[src/rtl/fft_result_streamer_if.sv]
// AXI4-Stream bundle carrying FFT result beats from the streamer to the downstream sink.
// tuser carries the natural-order sample index k of the beat.
interface fft_result_streamer_if #(
    parameter int DATA_WIDTH = 32,
    parameter int AW         = 6
) ();
    logic [DATA_WIDTH-1:0] tdata;
    logic [AW-1:0]         tuser;
    logic                  tvalid;
    logic                  tready;
    logic                  tlast;

    modport master (
        output tdata,
        output tuser,
        output tvalid,
        output tlast,
        input  tready
    );

    modport slave (
        input  tdata,
        input  tuser,
        input  tvalid,
        input  tlast,
        output tready
    );
endinterface

[src/rtl/fft_result_streamer.sv]
// FFT result streamer: unloads a finished frame from the result RAM onto an AXI4-Stream master.
// Reads are issued against a credit count (FIFO occupancy + reads in flight), so the small
// prefetch FIFO can never overflow and full throughput is kept under any tready pattern.
// Optional bit-reversed addressing serves frames stored in digit-reversed order.
module fft_result_streamer #(
    parameter int TRANSFORM_LENGTH = 64,
    parameter int DATA_WIDTH       = 32,
    parameter int RD_LATENCY       = 1,
    parameter int REORDER          = 0,
    localparam int AW              = $clog2(TRANSFORM_LENGTH)
) (
    input  logic                  aclk,
    input  logic                  aresetn,
    input  logic                  i_start,
    output logic                  o_busy,
    output logic                  o_done,
    output logic                  o_ram_en,
    output logic [AW-1:0]         o_ram_addr,
    input  logic [DATA_WIDTH-1:0] i_ram_rdata,
    fft_result_streamer_if.master m_axis_data
);

    localparam int FIFO_DEPTH = RD_LATENCY + 2;
    localparam int CW         = $clog2(FIFO_DEPTH + 1);
    localparam int SW         = CW + 1;
    localparam int PW         = (FIFO_DEPTH > 1) ? $clog2(FIFO_DEPTH) : 1;

    typedef enum logic [1:0] {
        S_IDLE,
        S_STREAM,
        S_DRAIN
    } state_t;

    state_t                r_state;
    state_t                w_state_next;

    logic [AW-1:0]         r_rd_cnt;
    logic [RD_LATENCY-1:0] r_rd_vld;
    logic [AW-1:0]         r_rd_idx [RD_LATENCY];
    logic [CW-1:0]         r_inflight;

    logic [DATA_WIDTH-1:0] r_fifo_data [FIFO_DEPTH];
    logic [AW-1:0]         r_fifo_idx  [FIFO_DEPTH];
    logic [PW-1:0]         r_wr_ptr;
    logic [PW-1:0]         r_rd_ptr;
    logic [CW-1:0]         r_fifo_count;

    logic                  r_done;

    logic [SW-1:0]         w_credit;
    logic                  w_issue;
    logic                  w_last_issue;
    logic                  w_push;
    logic [AW-1:0]         w_push_idx;
    logic                  w_fifo_empty;
    logic                  w_pop;
    logic [AW-1:0]         w_head_idx;
    logic                  w_head_last;
    logic                  w_tlast_hs;

    function automatic logic [AW-1:0] f_bitrev(input logic [AW-1:0] v);
        logic [AW-1:0] r;
        r = '0;
        for (int i = 0; i < AW; i++) begin
            r[i] = v[AW-1-i];
        end
        return r;
    endfunction

    function automatic logic [PW-1:0] f_ptr_inc(input logic [PW-1:0] p);
        return (p == PW'(FIFO_DEPTH - 1)) ? '0 : p + PW'(1);
    endfunction

    // Credit check, return-path tagging and output handshake decode.
    always_comb begin
        w_credit     = SW'(r_fifo_count) + SW'(r_inflight);
        w_issue      = (r_state == S_STREAM) && (w_credit < SW'(FIFO_DEPTH));
        w_last_issue = w_issue && (r_rd_cnt == AW'(TRANSFORM_LENGTH - 1));
        w_push       = r_rd_vld[RD_LATENCY-1];
        w_push_idx   = r_rd_idx[RD_LATENCY-1];
        w_fifo_empty = (r_fifo_count == '0);
        w_head_idx   = r_fifo_idx[r_rd_ptr];
        w_head_last  = (w_head_idx == AW'(TRANSFORM_LENGTH - 1));
        w_pop        = !w_fifo_empty && m_axis_data.tready;
        w_tlast_hs   = w_pop && w_head_last;
    end

    // Next-state logic: stream until the last read is issued, then drain until tlast is taken.
    always_comb begin
        w_state_next = r_state;
        case (r_state)
            S_IDLE: begin
                if (i_start) begin
                    w_state_next = S_STREAM;
                end
            end
            S_STREAM: begin
                if (w_last_issue) begin
                    w_state_next = S_DRAIN;
                end
            end
            S_DRAIN: begin
                if (w_tlast_hs) begin
                    w_state_next = S_IDLE;
                end
            end
            default: begin
                w_state_next = S_IDLE;
            end
        endcase
    end

    // State register and the one-cycle done pulse raised on the return to IDLE.
    always_ff @(posedge aclk or negedge aresetn) begin
        if (!aresetn) begin
            r_state <= S_IDLE;
            r_done  <= 1'b0;
        end else begin
            r_state <= w_state_next;
            r_done  <= (r_state == S_DRAIN) && w_tlast_hs;
        end
    end

    // Read counter: advances on every issued read and is cleared whenever the block is idle.
    always_ff @(posedge aclk or negedge aresetn) begin
        if (!aresetn) begin
            r_rd_cnt <= '0;
        end else if (r_state == S_IDLE) begin
            r_rd_cnt <= '0;
        end else if (w_issue) begin
            r_rd_cnt <= r_rd_cnt + AW'(1);
        end
    end

    // Valid/index shift register that marks which cycle's RAM data belongs to an issued read.
    always_ff @(posedge aclk or negedge aresetn) begin
        if (!aresetn) begin
            r_rd_vld <= '0;
            for (int i = 0; i < RD_LATENCY; i++) begin
                r_rd_idx[i] <= '0;
            end
            r_inflight <= '0;
        end else begin
            r_rd_vld[0] <= w_issue;
            r_rd_idx[0] <= r_rd_cnt;
            for (int i = 1; i < RD_LATENCY; i++) begin
                r_rd_vld[i] <= r_rd_vld[i-1];
                r_rd_idx[i] <= r_rd_idx[i-1];
            end
            r_inflight <= r_inflight + CW'(w_issue) - CW'(w_push);
        end
    end

    // FIFO pointers and occupancy; push and pop in the same cycle leave the count unchanged.
    always_ff @(posedge aclk or negedge aresetn) begin
        if (!aresetn) begin
            r_wr_ptr     <= '0;
            r_rd_ptr     <= '0;
            r_fifo_count <= '0;
        end else begin
            if (w_push) begin
                r_wr_ptr <= f_ptr_inc(r_wr_ptr);
            end
            if (w_pop) begin
                r_rd_ptr <= f_ptr_inc(r_rd_ptr);
            end
            r_fifo_count <= r_fifo_count + CW'(w_push) - CW'(w_pop);
        end
    end

    // FIFO storage; contents are only meaningful under a non-zero count, so no reset is needed.
    always_ff @(posedge aclk) begin
        if (w_push) begin
            r_fifo_data[r_wr_ptr] <= i_ram_rdata;
            r_fifo_idx[r_wr_ptr]  <= w_push_idx;
        end
    end

    // Output drive: RAM port from the read counter, stream beat from the FIFO head (zero when empty).
    always_comb begin
        o_busy             = (r_state != S_IDLE);
        o_done             = r_done;
        o_ram_en           = w_issue;
        o_ram_addr         = (REORDER != 0) ? f_bitrev(r_rd_cnt) : r_rd_cnt;
        m_axis_data.tvalid = !w_fifo_empty;
        m_axis_data.tdata  = w_fifo_empty ? '0 : r_fifo_data[r_rd_ptr];
        m_axis_data.tuser  = w_fifo_empty ? '0 : w_head_idx;
        m_axis_data.tlast  = !w_fifo_empty && w_head_last;
    end

endmodule
[src/flat_wrapper.sv]
// flat-port wrapper written by rule: the top's interface ports become plain ports
module fft_result_streamer_flat 
#(
    parameter int TRANSFORM_LENGTH = 64,
    parameter int DATA_WIDTH       = 32,
    parameter int RD_LATENCY       = 1,
    parameter int REORDER          = 0,
    localparam int AW              = $clog2(TRANSFORM_LENGTH)
)
  (aclk, aresetn, i_start, o_busy, o_done, o_ram_en, o_ram_addr, i_ram_rdata, m_axis_data_tdata, m_axis_data_tuser, m_axis_data_tvalid, m_axis_data_tlast, m_axis_data_tready);
  fft_result_streamer_if #(.DATA_WIDTH(DATA_WIDTH)) m_axis_data_i ();
  input  logic aclk;
  input  logic aresetn;
  input  logic i_start;
  output logic o_busy;
  output logic o_done;
  output logic o_ram_en;
  output logic [AW-1:0] o_ram_addr;
  input  logic [DATA_WIDTH-1:0] i_ram_rdata;
  output wire logic [$bits(m_axis_data_i.tdata)-1:0] m_axis_data_tdata;
  output wire logic [$bits(m_axis_data_i.tuser)-1:0] m_axis_data_tuser;
  output wire logic [$bits(m_axis_data_i.tvalid)-1:0] m_axis_data_tvalid;
  output wire logic [$bits(m_axis_data_i.tlast)-1:0] m_axis_data_tlast;
  input wire logic [$bits(m_axis_data_i.tready)-1:0] m_axis_data_tready;
  assign m_axis_data_tdata = m_axis_data_i.tdata;
  assign m_axis_data_tuser = m_axis_data_i.tuser;
  assign m_axis_data_tvalid = m_axis_data_i.tvalid;
  assign m_axis_data_tlast = m_axis_data_i.tlast;
  assign m_axis_data_i.tready = m_axis_data_tready;
  fft_result_streamer #(.TRANSFORM_LENGTH(TRANSFORM_LENGTH), .DATA_WIDTH(DATA_WIDTH), .RD_LATENCY(RD_LATENCY), .REORDER(REORDER)) u_core (.aclk(aclk), .aresetn(aresetn), .i_start(i_start), .o_busy(o_busy), .o_done(o_done), .o_ram_en(o_ram_en), .o_ram_addr(o_ram_addr), .i_ram_rdata(i_ram_rdata), .m_axis_data(m_axis_data_i));
endmodule
[config.mk]
export PLATFORM = sky130hd
export DESIGN_NAME = fft_result_streamer_flat
export DESIGN_NICKNAME = d
export VERILOG_FILES = /design/src/rtl/fft_result_streamer_if.sv /design/src/rtl/fft_result_streamer.sv /design/src/flat_wrapper.sv
export SDC_FILE = /design/constraint.sdc
export NUM_CORES = 1
export LEC_CHECK = 0
export CORE_ASPECT_RATIO = 2
export CORE_MARGIN = 2
export CORE_UTILIZATION = 49
export CTS_CLUSTER_SIZE = 24
export DETAILED_ROUTE_END_ITERATION = 16
export HOLD_SLACK_MARGIN = 0.06
export PLACE_DENSITY = 0.83
export SLEW_MARGIN = 20
export SYNTH_ARGS = -nofsm -noshare
export SYNTH_HDL_FRONTEND = slang
export SYNTH_SLANG_ARGS = --single-unit
export TNS_END_PERCENT = 100
[constraint.sdc]
create_clock -name aclk -period 6.7 [get_ports aclk]
set_clock_uncertainty 0.15 [all_clocks]
set_input_delay 2.01 -clock aclk [delete_from_list [all_inputs] [get_ports aclk]]
set_output_delay 2.01 -clock aclk [all_outputs]
set_load 0.1 [all_outputs]
==> results.cfg <==
[outcome]
status = finished, final reports clean

[cells_and_area]
nets = 509
diodes = 0
drive_gt1_share_pct = 11.1
instances_no_fill = 619
area_growth_syn_to_layout_pct = 29.2

[setup_path]
worstPathMaxFanout = 10
r2r_start = u_core.r_fifo_count[0]
arrival_ps = 3690
critical_path_class = reg -> out
required_ps = 4540
slowest_stage = clkdlybuf4s50_1
critPathLaunch = u_core.r_fifo_count[0]
reg2reg_to = u_core.r_inflight[1]
endpoint_kind = output port
slowest_delay_ps = 1160
worst_r2r_path_depth = 9
reg2reg_slack_ps = 3560
startpoint_type = flip-flop
crit_buf_inv = 2
cpLargestDelayFamily = buffers and inverters
crit_chain = ha_1, fa_1, or3b_1, or2_0, inv_1, clkdlybuf4s50_1

[timing]
setup_viol = 0
hold_viol_final = 0
fin_setup_tns_ps = 0
period_needed_ps = 5850
finalMaxSlewViolations = 0
timing.fmax_ghz = 0.171
slew_headroom_pct = 32.6
fin_ws_ps = 851
post-route-period-util_pct = 87.3
rsz0062_at_grt = no
timing.hold.ws_ps = 322
worstMarginPinSlew_ps = 1010

[floorplan]
row_count = 54
io_pins = 85
die_h_um = 154
coreArea_um2 = 10900
dieArea_um2 = 12100
chipWidth_um = 78.8
start_util_pct = 50.4

[cts]
cts_root_buf = clkbuf_16
cts_resized = 0
cts_tree = done
clock-sinks = 138
clk_pin_slew_worst_paths_ps = 50
postCtsSetupBuffers = 0
h-tree-depth = 4
clock_latency_ps = 410
cts_hold_repair.buffers = 0
cts_made_buffers = 17
cts_max_path_buffers = 2

[global_route]
grt_pass1_wl_um = 17200
antenna_found_initial = 0
grt_max_degree = 45
grt_util_all_layers_pct = 19.1
grt_pass1_vias = 3503
overflow = 0

[logic_synthesis]
synth_cell_type_count = 37
yosysSeqAreaShare_pct = 73.5
synthMuxAreaShare_pct = 7.70
synth-edff-count = 114
yosysTopAreaCell = edfxtp_1
synth_nets = 418
synth_xor_area_share_pct = 0.959
synth_compound_area_share_pct = 5.57
yosysTopAreaCellShare_pct = 62.5
synth_top_family_by_area = simple AND/OR/NAND/NOR gates
syn_area_per_cell_um2 = 14.6
synth_area_um2 = 5480
ys_ff_latch = 138
synthTopCellsByArea = edfxtp_1 (62%), dfrtp_1 (11%), mux2i_1 (6.4%)
synth_warnings = 0
synthSimpleGateAreaFrac_pct = 8.41
synthArstFlopShare_pct = 17.4
synthCells = 375
synth_adder_area_share_pct = 1.74
ys.flop_type = edfxtp_1

[route]
drtIter0Drc = 179
drc = 0
vias = 3284
antenna_left = 0
wl_per_cell_um = 17.5
viasPerCell = 5.31
wl_um = 10800
drt-pass1-iter-count = 4

[placement]
hpwl_um = 6770
pre_cts_slack_ps = 1310
finalWeightedCongestion = 0.777
place_inst = 587
numPortBuffers = 84

[hold_path]
hold_depth = 0
hold_start = u_core.r_rd_idx[2]
hold_path_end = u_core.r_fifo_idx[2][2]
hold_class = reg -> reg

[job]
cap_violations = 0
## final cells by class
class                   instances  area, um^2
flip-flops and latches        138        4030
fillers                       800        3800
multi-input cells             211        1360
repair buffers                 91         906
clock buffers                  18         429
well taps                     140         175
clock inverters                14         155
inverters                       7        26.3
## registers in the layout, summed over array words and instances (netlist names)
| name | flops |
|---|---|
| u_core.o_ram_addr | 6 |
| u_core.r_fifo_data | 96 |
| u_core.r_rd_idx | 6 |
| u_core.o_done | 1 |
| u_core.r_wr_ptr | 2 |
| u_core.r_rd_ptr | 2 |
| u_core.r_inflight | 2 |
| u_core.r_state | 2 |
| u_core.r_rd_vld | 1 |
| u_core.r_fifo_idx | 18 |
| u_core.r_fifo_count | 2 |
## synthesized netlist by cell type (all sizes together) (2+ instances only)
library cell / instances
inv: 7
nand2: 7
nor3b: 2
nand2b: 3
buf: 12
mux2: 6
nor3: 6
o21ai: 8
xnor2: 4
edfxtp: 114
ha: 6
a21o: 4
a21oi: 35
dfrtp: 24
mux2i: 35
and2: 2
nor2: 74
xor2: 2
clkbuf: 7
nor4: 3
nand3: 4
or2: 2
## through the flow
step,cell area (um^2),utilization [%]
floorplan,5480,-
global placement,6470,59.5
detailed placement,6500,59.7
CTS,7080,65.1
global route,7080,65.1
finish,7080,65.1
## per-layer routing
| metal | GRT usage [%] | vias up | wire [um] |
|---|---|---|---|
| met3 | 5.05 | 25 | 435 |
| met5 | 0 | - | 0 |
| met4 | 9.27 | 0 | 310 |
| met2 | 33.8 | 97 | 6100 |
| li1 | - | 1552 | - |
| met1 | 20.7 | 1610 | 3970 |
## worst reg2reg max path, cell delays in order (launching register included)
cell     delay, ps
dfrtp_1        430
ha_1           230
fa_1           350
or3b_1         430
or2_0          460
ha_1           410
inv_1           50
ha_1           180
xnor2_1        220
xnor2_1        150
## placed cells by master (no fill, tap or decap), drive strengths merged
cell | synthesis | routed
a21o | 4 | 4
o21ai | 8 | 8
clkinv | 0 | 8
xnor2 | 4 | 4
bufinv | 0 | 3
dfrtp | 24 | 24
nand3 | 4 | 4
ha | 6 | 6
xor2 | 2 | 2
mux2i | 35 | 35
or2 | 2 | 2
nor3b | 2 | 2
nand2b | 3 | 3
a31o | 1 | 1
or4 | 1 | 1
buf | 12 | 9
and4bb | 1 | 1
clkinvlp | 0 | 3
inv | 7 | 7
o41ai | 1 | 1
nor2 | 74 | 74
fa | 1 | 1
o2111ai | 1 | 1
nor4 | 3 | 3
clkbuf | 7 | 18
nor3 | 6 | 6
mux2 | 6 | 6
clkdlybuf4s50 | 0 | 82
nand2 | 7 | 7
edfxtp | 114 | 114
a21oi | 35 | 35
and2 | 2 | 2
or3b | 1 | 1
o311ai | 1 | 1
## worst max path at each step
stage | end | slack, ps | depth (start not counted)
floorplan | m_axis_data_tlast | 390 | 5
global placement | o_ram_en | 1380 | 6
detailed placement | o_ram_en | 1310 | 6
CTS | o_ram_en | 840 | 6
global route | o_ram_en | 720 | 6
finish | o_ram_en | 850 | 6
## logic make-up after synthesis
group	after synthesis
AOI/OAI and AO/OA	51
xor gates and xnor gates	6
adders and majority gates	7
buffers and inverters	26
DFF	138
muxes	41
and+or+nand+nor	106
Power is left out: the tool's default activity adds up to more than one toggle a clock period on the data nets, which glitch-free logic cannot reach.
